## config.mk

```make
export PLATFORM = sky130hd
export DESIGN_NAME = psg_bus_master
export DESIGN_NICKNAME = d
export VERILOG_FILES = /design/src/rtl/psg_bus_master.sv
export SDC_FILE = /design/constraint.sdc
export NUM_CORES = 1
export LEC_CHECK = 0
export CAP_MARGIN = 20
export CORE_MARGIN = 3
export CORE_UTILIZATION = 50
export DETAILED_ROUTE_END_ITERATION = 12
export GPL_ROUTABILITY_DRIVEN = 0
export PLACE_DENSITY = 0.75
export SYNTH_ARGS = -nofsm -noshare
export SYNTH_HDL_FRONTEND = slang
export SYNTH_SLANG_ARGS = --single-unit
```

## constraint.sdc

```tcl
create_clock -name clock -period 2.1 [get_ports clock]
set_input_delay 0.315 -clock clock [delete_from_list [all_inputs] [get_ports clock]]
set_output_delay 0.315 -clock clock [all_outputs]
set_load 0.02 [all_outputs]
```

## src/rtl/psg_bus_master.sv

```systemverilog
// Host-side bus initiator for an AY-3-8912 compatible PSG: queues register requests
// and replays each one as BDIR/BC1 phases (address latch, data, inactive gap) on ce.
module psg_bus_master #(
  parameter int         DEPTH      = 4,
  parameter logic [3:0] ADDR_HI    = 4'b0000,
  parameter bit         ADDR_CACHE = 1'b1
) (
  input  logic       clock,
  input  logic       reset,
  input  logic       ce,
  input  logic       req_valid,
  output logic       req_ready,
  input  logic       req_wr,
  input  logic [3:0] req_addr,
  input  logic [7:0] req_data,
  output logic       rsp_valid,
  output logic [7:0] rsp_data,
  output logic       busy,
  output logic       bdir,
  output logic       bc1,
  output logic [7:0] d,
  input  logic [7:0] q
);

  localparam int PW = $clog2(DEPTH);
  localparam int CW = PW + 1;

  typedef enum logic [1:0] {IDLE, ADDR, DATA, GAP} state_t;

  logic [12:0]   fifo_mem [DEPTH];
  logic [PW-1:0] wr_ptr;
  logic [PW-1:0] rd_ptr;
  logic [CW-1:0] count;
  logic          push;
  logic          pop;

  logic          head_wr;
  logic [3:0]    head_addr;
  logic [7:0]    head_data;
  logic          hit;

  state_t        state;
  state_t        state_nxt;
  logic          cur_wr;
  logic [7:0]    cur_data;
  logic          cache_vld;
  logic [3:0]    cache_addr;
  logic          cache_load;
  logic          rsp_fire;
  logic          bdir_nxt;
  logic          bc1_nxt;
  logic [7:0]    d_nxt;

  assign req_ready = (count != CW'(DEPTH));
  assign push      = req_valid && req_ready;
  assign busy      = (count != '0) || (state != IDLE);

  assign head_wr   = fifo_mem[rd_ptr][12];
  assign head_addr = fifo_mem[rd_ptr][11:8];
  assign head_data = fifo_mem[rd_ptr][7:0];
  assign hit       = ADDR_CACHE && cache_vld && (cache_addr == head_addr);

  // Request queue: push is clock-rate, pop is ce-rate
  always_ff @(posedge clock) begin
    if (push) fifo_mem[wr_ptr] <= {req_wr, req_addr, req_data};
  end

  always_ff @(posedge clock or posedge reset) begin
    if (reset) begin
      wr_ptr <= '0;
      rd_ptr <= '0;
      count  <= '0;
    end else begin
      if (push) wr_ptr <= wr_ptr + 1'b1;
      if (pop)  rd_ptr <= rd_ptr + 1'b1;
      case ({push, pop})
        2'b10:   count <= count + 1'b1;
        2'b01:   count <= count - 1'b1;
        default: count <= count;
      endcase
    end
  end

  // Sequencer: bus values are computed for the phase being entered
  always_comb begin
    state_nxt  = state;
    pop        = 1'b0;
    cache_load = 1'b0;
    rsp_fire   = 1'b0;
    bdir_nxt   = bdir;
    bc1_nxt    = bc1;
    d_nxt      = d;
    if (ce) begin
      case (state)
        IDLE: begin
          if (count != '0) begin
            pop = 1'b1;
            if (hit) begin
              state_nxt = DATA;
              bdir_nxt  = head_wr;
              bc1_nxt   = !head_wr;
              d_nxt     = head_wr ? head_data : 8'h00;
            end else begin
              state_nxt  = ADDR;
              cache_load = 1'b1;
              bdir_nxt   = 1'b1;
              bc1_nxt    = 1'b1;
              d_nxt      = {ADDR_HI, head_addr};
            end
          end
        end
        ADDR: begin
          state_nxt = DATA;
          bdir_nxt  = cur_wr;
          bc1_nxt   = !cur_wr;
          d_nxt     = cur_wr ? cur_data : 8'h00;
        end
        DATA: begin
          state_nxt = GAP;
          rsp_fire  = !cur_wr;
          bdir_nxt  = 1'b0;
          bc1_nxt   = 1'b0;
          d_nxt     = 8'h00;
        end
        GAP: begin
          state_nxt = IDLE;
          bdir_nxt  = 1'b0;
          bc1_nxt   = 1'b0;
          d_nxt     = 8'h00;
        end
        default: begin
          state_nxt = IDLE;
          bdir_nxt  = 1'b0;
          bc1_nxt   = 1'b0;
          d_nxt     = 8'h00;
        end
      endcase
    end
  end

  always_ff @(posedge clock) begin
    if (pop) begin
      cur_wr   <= head_wr;
      cur_data <= head_data;
    end
  end

  always_ff @(posedge clock or posedge reset) begin
    if (reset) begin
      state      <= IDLE;
      bdir       <= 1'b0;
      bc1        <= 1'b0;
      d          <= 8'h00;
      rsp_valid  <= 1'b0;
      rsp_data   <= 8'h00;
      cache_vld  <= 1'b0;
      cache_addr <= 4'h0;
    end else begin
      state     <= state_nxt;
      bdir      <= bdir_nxt;
      bc1       <= bc1_nxt;
      d         <= d_nxt;
      rsp_valid <= rsp_fire;
      if (rsp_fire) rsp_data <= q;
      if (cache_load) begin
        cache_vld  <= 1'b1;
        cache_addr <= head_addr;
      end
    end
  end

endmodule
```

; After elaboration in Yosys (flattened, before gate mapping)
; Memories as Yosys holds them, arrays and structs flattened.
; Index checks and enable logic that the tools add are counted.
[totals]
reg_bits = 42
out_inout_bits = 21
inputBits = 25
wordCells = 63
n_memories = 1
ramBits = 52
[mem_list]
columns = memory, depth, width, rd, rd_clocked_by_memory_dff, write_ports, line
row1 = fifo_mem, 4, 13, 1, 0, 1, 30  ; logic [12:0] fifo_mem [DEPTH];
[classes]
n_mux = 26
reduce_logical = 11
addsub = 4
eq_ne = 8
[ops]
columns = operator, count
row1 = 8-bit 2-to-1 mux, 4
row2 = 8-bit case mux with 3 select lines, 1
row3 = 1-bit 2-to-1 mux, 15
row4 = 2-bit case mux with 4 select lines, 1
row5 = 2-bit equality test (second input constant), 3
row6 = 1-bit case mux with 3 select lines, 2
row7 = 3-bit case mux with 2 select lines, 1
row8 = 2-bit by 1-bit adder with 2-bit output (second input constant), 2
row9 = 2-bit by 1-bit equality test with 1-bit output (second input constant), 2
row10 = 4-bit equality test, 1
row11 = 2-bit 2-to-1 mux, 2
row12 = 2-bit nonzero test, 2
row13 = 3-bit by 1-bit adder with 3-bit output (second input constant), 1
row14 = 3-bit inequality test (second input constant), 1
row15 = 3-bit nonzero test, 1
row16 = 3-bit by 1-bit subtractor with 3-bit output (second input constant), 1
row17 = 1-bit logical AND, 2
row18 = 1-bit zero test, 2
row19 = 2-bit zero test, 1
row20 = 2-bit inequality test (second input constant), 1
row21 = 2-bit AND reduction, 1
row22 = 2-bit OR reduction, 1
row23 = 1-bit logical OR, 1

; Logic depth before layout (Yosys ltp)
; An unclocked memory read counts as a cell.
[logic_depth]
depth_word = 7
depth_mapped = 10
depth_no_buf = 10

; Worst setup path after synthesis
; No wires, ideal clock.
[synth_path]
path_type = reg-to-reg
from = register state[0]
to = register count[2]
t_required_ps = 2021
setup_ps = 79
arrival_ps = 2154
path_stages_with_launch = 10
synth_period_minus_slack_ps = 2234
path_slack_ps = -134
path_buffers = 0
path_cell_list = dfrtp_1 -> inv_1 -> ha_1 -> o311a_1 -> ha_1 -> inv_1 -> fa_1 -> xor2_1 -> nor2_1 -> xor2_1
[synth_between]
elab_chain_len = 5
elab_cells_between_ends = 7
classes_between = 2 x eq/ne / 3 x mux / 2 x reduce/logical
[synth_lines]
columns = item, line
row1 = "start, declared", 42  ; state_t state;
row2 = "start signal, assigned", 159  ; state <= state_nxt;
row3 = 2-bit zero test *, 94  ; case (state)
row4 = 1-bit 2-to-1 mux *, 94
row5 = 1-bit 2-to-1 mux *, 93  ; if (ce) begin
row6 = via pop, 35  ; logic pop;
row7 = 2-bit by 1-bit equality test with 1-bit output / 2-bit equality test (equally long branches), 76  ; case ({push, pop})
row8 = 3-bit case mux with 2 select lines / 2-bit nonzero test (equally long branches), --
row9 = "end signal, assigned", 77  ; 2'b10: count <= count + 1'b1;
row10 = "end signal, assigned", 78  ; 2'b01: count <= count - 1'b1;
row11 = "end signal, assigned", 79  ; default: count <= count;
row12 = "end, declared", 33  ; logic [CW-1:0] count;
; Mark *: on every way through the listed nets, which the timed path passes. The rest lies on a longest branch.
; A chain may end at the register's enable or synchronous reset.

; Worst setup path in the final report
[layout_path]
from = register state[1]
to = register d[7]
[layout_between]
elab_chain_len = 3
elab_cells_between_ends = 8
classes_between = 4 x eq/ne / 1 x mux / 3 x reduce/logical
[layout_lines]
columns = item, line
row1 = 2-bit equality test / 2-bit zero test (equally long branches), 94
row2 = 2-bit OR reduction (no line) / 2-bit inequality test (equally long branches), --
row3 = 8-bit case mux with 3 select lines / 2-bit AND reduction (equally long branches), --
row4 = "end signal, assigned", 162  ; d <= d_nxt;
row5 = "end, declared", 21  ; output logic [7:0] d,
; Several ways; a longest one is shown, not always the timed one.

==> results.py <==
metrics = {
    "outcome": {
        "status": "completed",
    },
    "timing": {
        "slew_headroom_pct": 70.5,
        "fin_worst_skew_ns": 0.0102,
        "hold_slack_ns": 0.346,
        "final.setup.worst_slack_ns": 0.0679,
        "setup_viol_count_final": 0,
        "slew_violations": 0,
        "period_minus_slack_ns": 2.03,
        "fin_crit_sh_pct": 96.8,
        "finalHoldViolCount": 0,
        "fmax_mhz": 492,
        "setup_tns_ns": 0,
        "worstMarginPinSlew_ns": 0.441,
    },
    "yosys": {
        "synth-main-ff-cell": "edfxtp_1",
        "yosysWarnings": 0,
        "synth_area_mm2": 0.00391,
        "synth_cells": 247,
        "async_reset_ff_share_pct": 35.1,
        "avgSynthCellArea_um2": 15.8,
        "seq_area_frac_synth_pct": 67.9,
        "yosysUniqueCellTypes": 42,
        "syn-num-nets": 282,
        "synth_edf_count": 61,
        "ys_ff_latch": 94,
    },
    "place": {
        "io_buffers": 45,
        "dp_slack_ns": -0.00508,
        "dp_cells": 400,
        "placed_area_mm2": 0.00458,
        "hpwl_um": 4720,
    },
    "worst_setup_path": {
        "ff2ff_setup_slack_ns": 0.07,
        "worst_path_max_delay_cell": "or4b_4",
        "cp_data_arrival_time_ns": 2.27,
        "crit_path_cell_trace": "inv_2 -> ha_4 -> or4b_4 -> and2_4 -> and3_4 -> nor2b_4 -> a221o_1",
        "max_stage_delay_ns": 0.46,
        "cp_max_fo": 7,
        "path_delay_family": "simple AND/OR/NAND/NOR gates",
        "critPathKind": "reg -> reg",
        "crit_required_ns": 2.33,
        "cp_num_buf_inv": 1,
        "end_kind": "register",
        "startpoint_type": "register",
    },
    "drt": {
        "ant_nets": 0,
        "wl_per_cell_um": 16.3,
        "dr.pass1.iters": 4,
        "vias": 2235,
        "totalWireLength_um": 6920,
        "drc_errors": 0,
        "drtIter0Drc": 86,
        "vias_per_cell": 5.25,
    },
    "clocking": {
        "cts_made_buffers": 9,
        "cts.sinks": 94,
        "clk_pin_slew_ns": 0.09,
        "cts_tree": "yes",
        "cts_root_buffer": "clkbuf_8",
        "clockBufferDepth": 2,
        "ctsHtreeMaxLevel": 3,
        "insertion_delay_ns": 0.35,
    },
    "cells_and_area": {
        "nets": 357,
        "final_area_mm2": 0.00491,
        "fillers": 527,
        "drive_gt1_share_pct": 24.8,
        "n_antenna_cell": 0,
        "final_cells": 426,
        "area_growth_pct": 25.5,
    },
    "global_route": {
        "grt_pass1_wl_um": 11000,
        "track_usage_pct": 16.7,
        "grt_pass1_vias": 2165,
        "grt_start_max_net_pins": 34,
        "overflow": 0,
        "antenna_found_initial": 0,
    },
    "die": {
        "fp.coreArea_mm2": 0.00741,
        "ios": 46,
        "start_util_pct": 52.8,
        "fp.dieArea_mm2": 0.00892,
        "die_h_um": 94.4,
        "fp-row-count": 31,
        "die_x_um": 94.4,
    },
    "power_and_ir_drop": {
        "p_per_area_mw_per_mm2": 1380,
        "leakage_uw": 0.00193,
        "peakVddDrop_mv": 0.588,
    },
    "run": {
        "maxCapViolations": 0,
    },
    "min_path": {
        "hold_class": "in -> async",
    },
}
-- layout make-up --
| type | instances | area (um2) | share of cell area (%) |
|---|---|---|---|
| clock buffers | 10 | 128 | 2.60 |
| clock inverters | 6 | 93.8 | 1.91 |
| inverters | 11 | 41.3 | 0.841 |
| multi-input cells | 132 | 1200 | 24.4 |
| flip-flops and latches | 94 | 2660 | 54.2 |
| well taps | 99 | 124 | 2.52 |
| repair buffers | 74 | 667 | 13.6 |
-- repair_timing --
item | 4_1_cts | 5_1_grt
resized for setup | 3 | 11
hold buffers | 0 | 0
setup endpoints to repair | 1 | 17
setup buffers | 0 | 10
pin swaps | 0 | 2
-- path summary, 6_finish.rpt --
| path | startpoint | to | cells past startpoint |
|---|---|---|---|
| setup / recovery | state[1] | d[7] | 7 |
| hold / removal | reset | cache_vld | 3 |
| setup reg to reg | state[1] | d[7] | 7 |
| hold reg to reg | bc1 | bc1 | 2 |
| max in group asynchronous | reset | rd_ptr[0] | 3 |
| min in group clock | bc1 | bc1 | 2 |
-- power breakdown --
| group | total, uW | internal [uW] | leakage, uW | switching, uW |
|---|---|---|---|---|
| registers | 2830 | 2560 | 0.000969 | 271 |
| clock network | 1310 | 679 | 0.000107 | 628 |
| logic | 2620 | 1290 | 0.000859 | 1330 |
-- worst min-delay path, stage by stage --
cell and delay [ns]:
clkdlybuf4s50_1 0.40, inv_1 0.05, buf_4 0.37
-- cells in the mapped netlist, types with 3 or more instances --
cell type | instances | share of area [%]
ha_1 | 9 | 2.9
mux2i_1 | 6 | 1.5
a21oi_1 | 4 | 0.51
nand3_1 | 3 | 0.38
a221o_1 | 4 | 1.0
mux4_2 | 12 | 6.9
clkbuf_1 | 5 | 0.48
and3_1 | 13 | 2.1
xor2_1 | 3 | 0.67
dfrtp_1 | 33 | 21
mux2_1 | 4 | 1.2
nand4_1 | 4 | 0.64
o211ai_1 | 4 | 0.77
xnor2_1 | 3 | 0.67
nand2_1 | 36 | 3.5
edfxtp_1 | 61 | 47
inv_1 | 10 | 0.96
nand3b_1 | 3 | 0.58
xnor2_2 | 3 | 1.2
-- registers in the layout, indices dropped and copies added, names as in the netlist --
name        flops
fifo_mem       52
cur_data        8
d               8
rsp_data        8
cache_addr      4
count           3
rd_ptr          2
state           2
wr_ptr          2
bc1             1
bdir            1
cache_vld       1
cur_wr          1
rsp_valid       1
-- placed cells by master (no fill, tap or decap), drive strengths merged, types with 2 or more instances in the layout --
| cell type | instances |
|---|---|
| xor2 | 3 |
| clkdlybuf4s50 | 44 |
| o211ai | 5 |
| nand3 | 3 |
| edfxtp | 61 |
| dfrtp | 33 |
| and2 | 2 |
| and3 | 14 |
| nor2 | 2 |
| bufinv | 2 |
| mux2 | 4 |
| a221o | 4 |
| ha | 9 |
| nand2 | 37 |
| a21oi | 4 |
| clkinv | 3 |
| nand4 | 4 |
| mux4 | 12 |
| mux2i | 6 |
| buf | 30 |
| nand3b | 3 |
| clkbuf | 10 |
| nor2b | 2 |
| inv | 11 |
| xnor2 | 6 |
| o21ai | 2 |
-- per-stage QoR --
stage	utilization [%]	power, uW
global placement	61.8	5240
floorplan	-	4450
CTS	64.9	6650
detailed placement	61.8	5340
finish	66.3	6750
global route	66.3	7160
-- per-layer routing --
metal	GRT usage, %	vias to the layer above	wire length [um]
li1	-	1065	-
met5	0	-	0
met1	23.5	1105	3250
met3	4.30	8	371
met2	25.5	57	3220
met4	5.78	0	82
-- kinds of logic after synthesis --
| group | count (synthesis) | share of synthesized area, % |
|---|---|---|
| DFF | 94 | 67.9 |
| adders and majority gates | 10 | 3.39 |
| AOI/OAI and AO/OA | 21 | 4.61 |
| buffers and inverters | 21 | 2.46 |
| muxes | 22 | 9.60 |
| and+or+nand+nor | 70 | 9.41 |
| xor gates and xnor gates | 9 | 2.59 |
No activity file was read; power rests on OpenSTA's default activity.
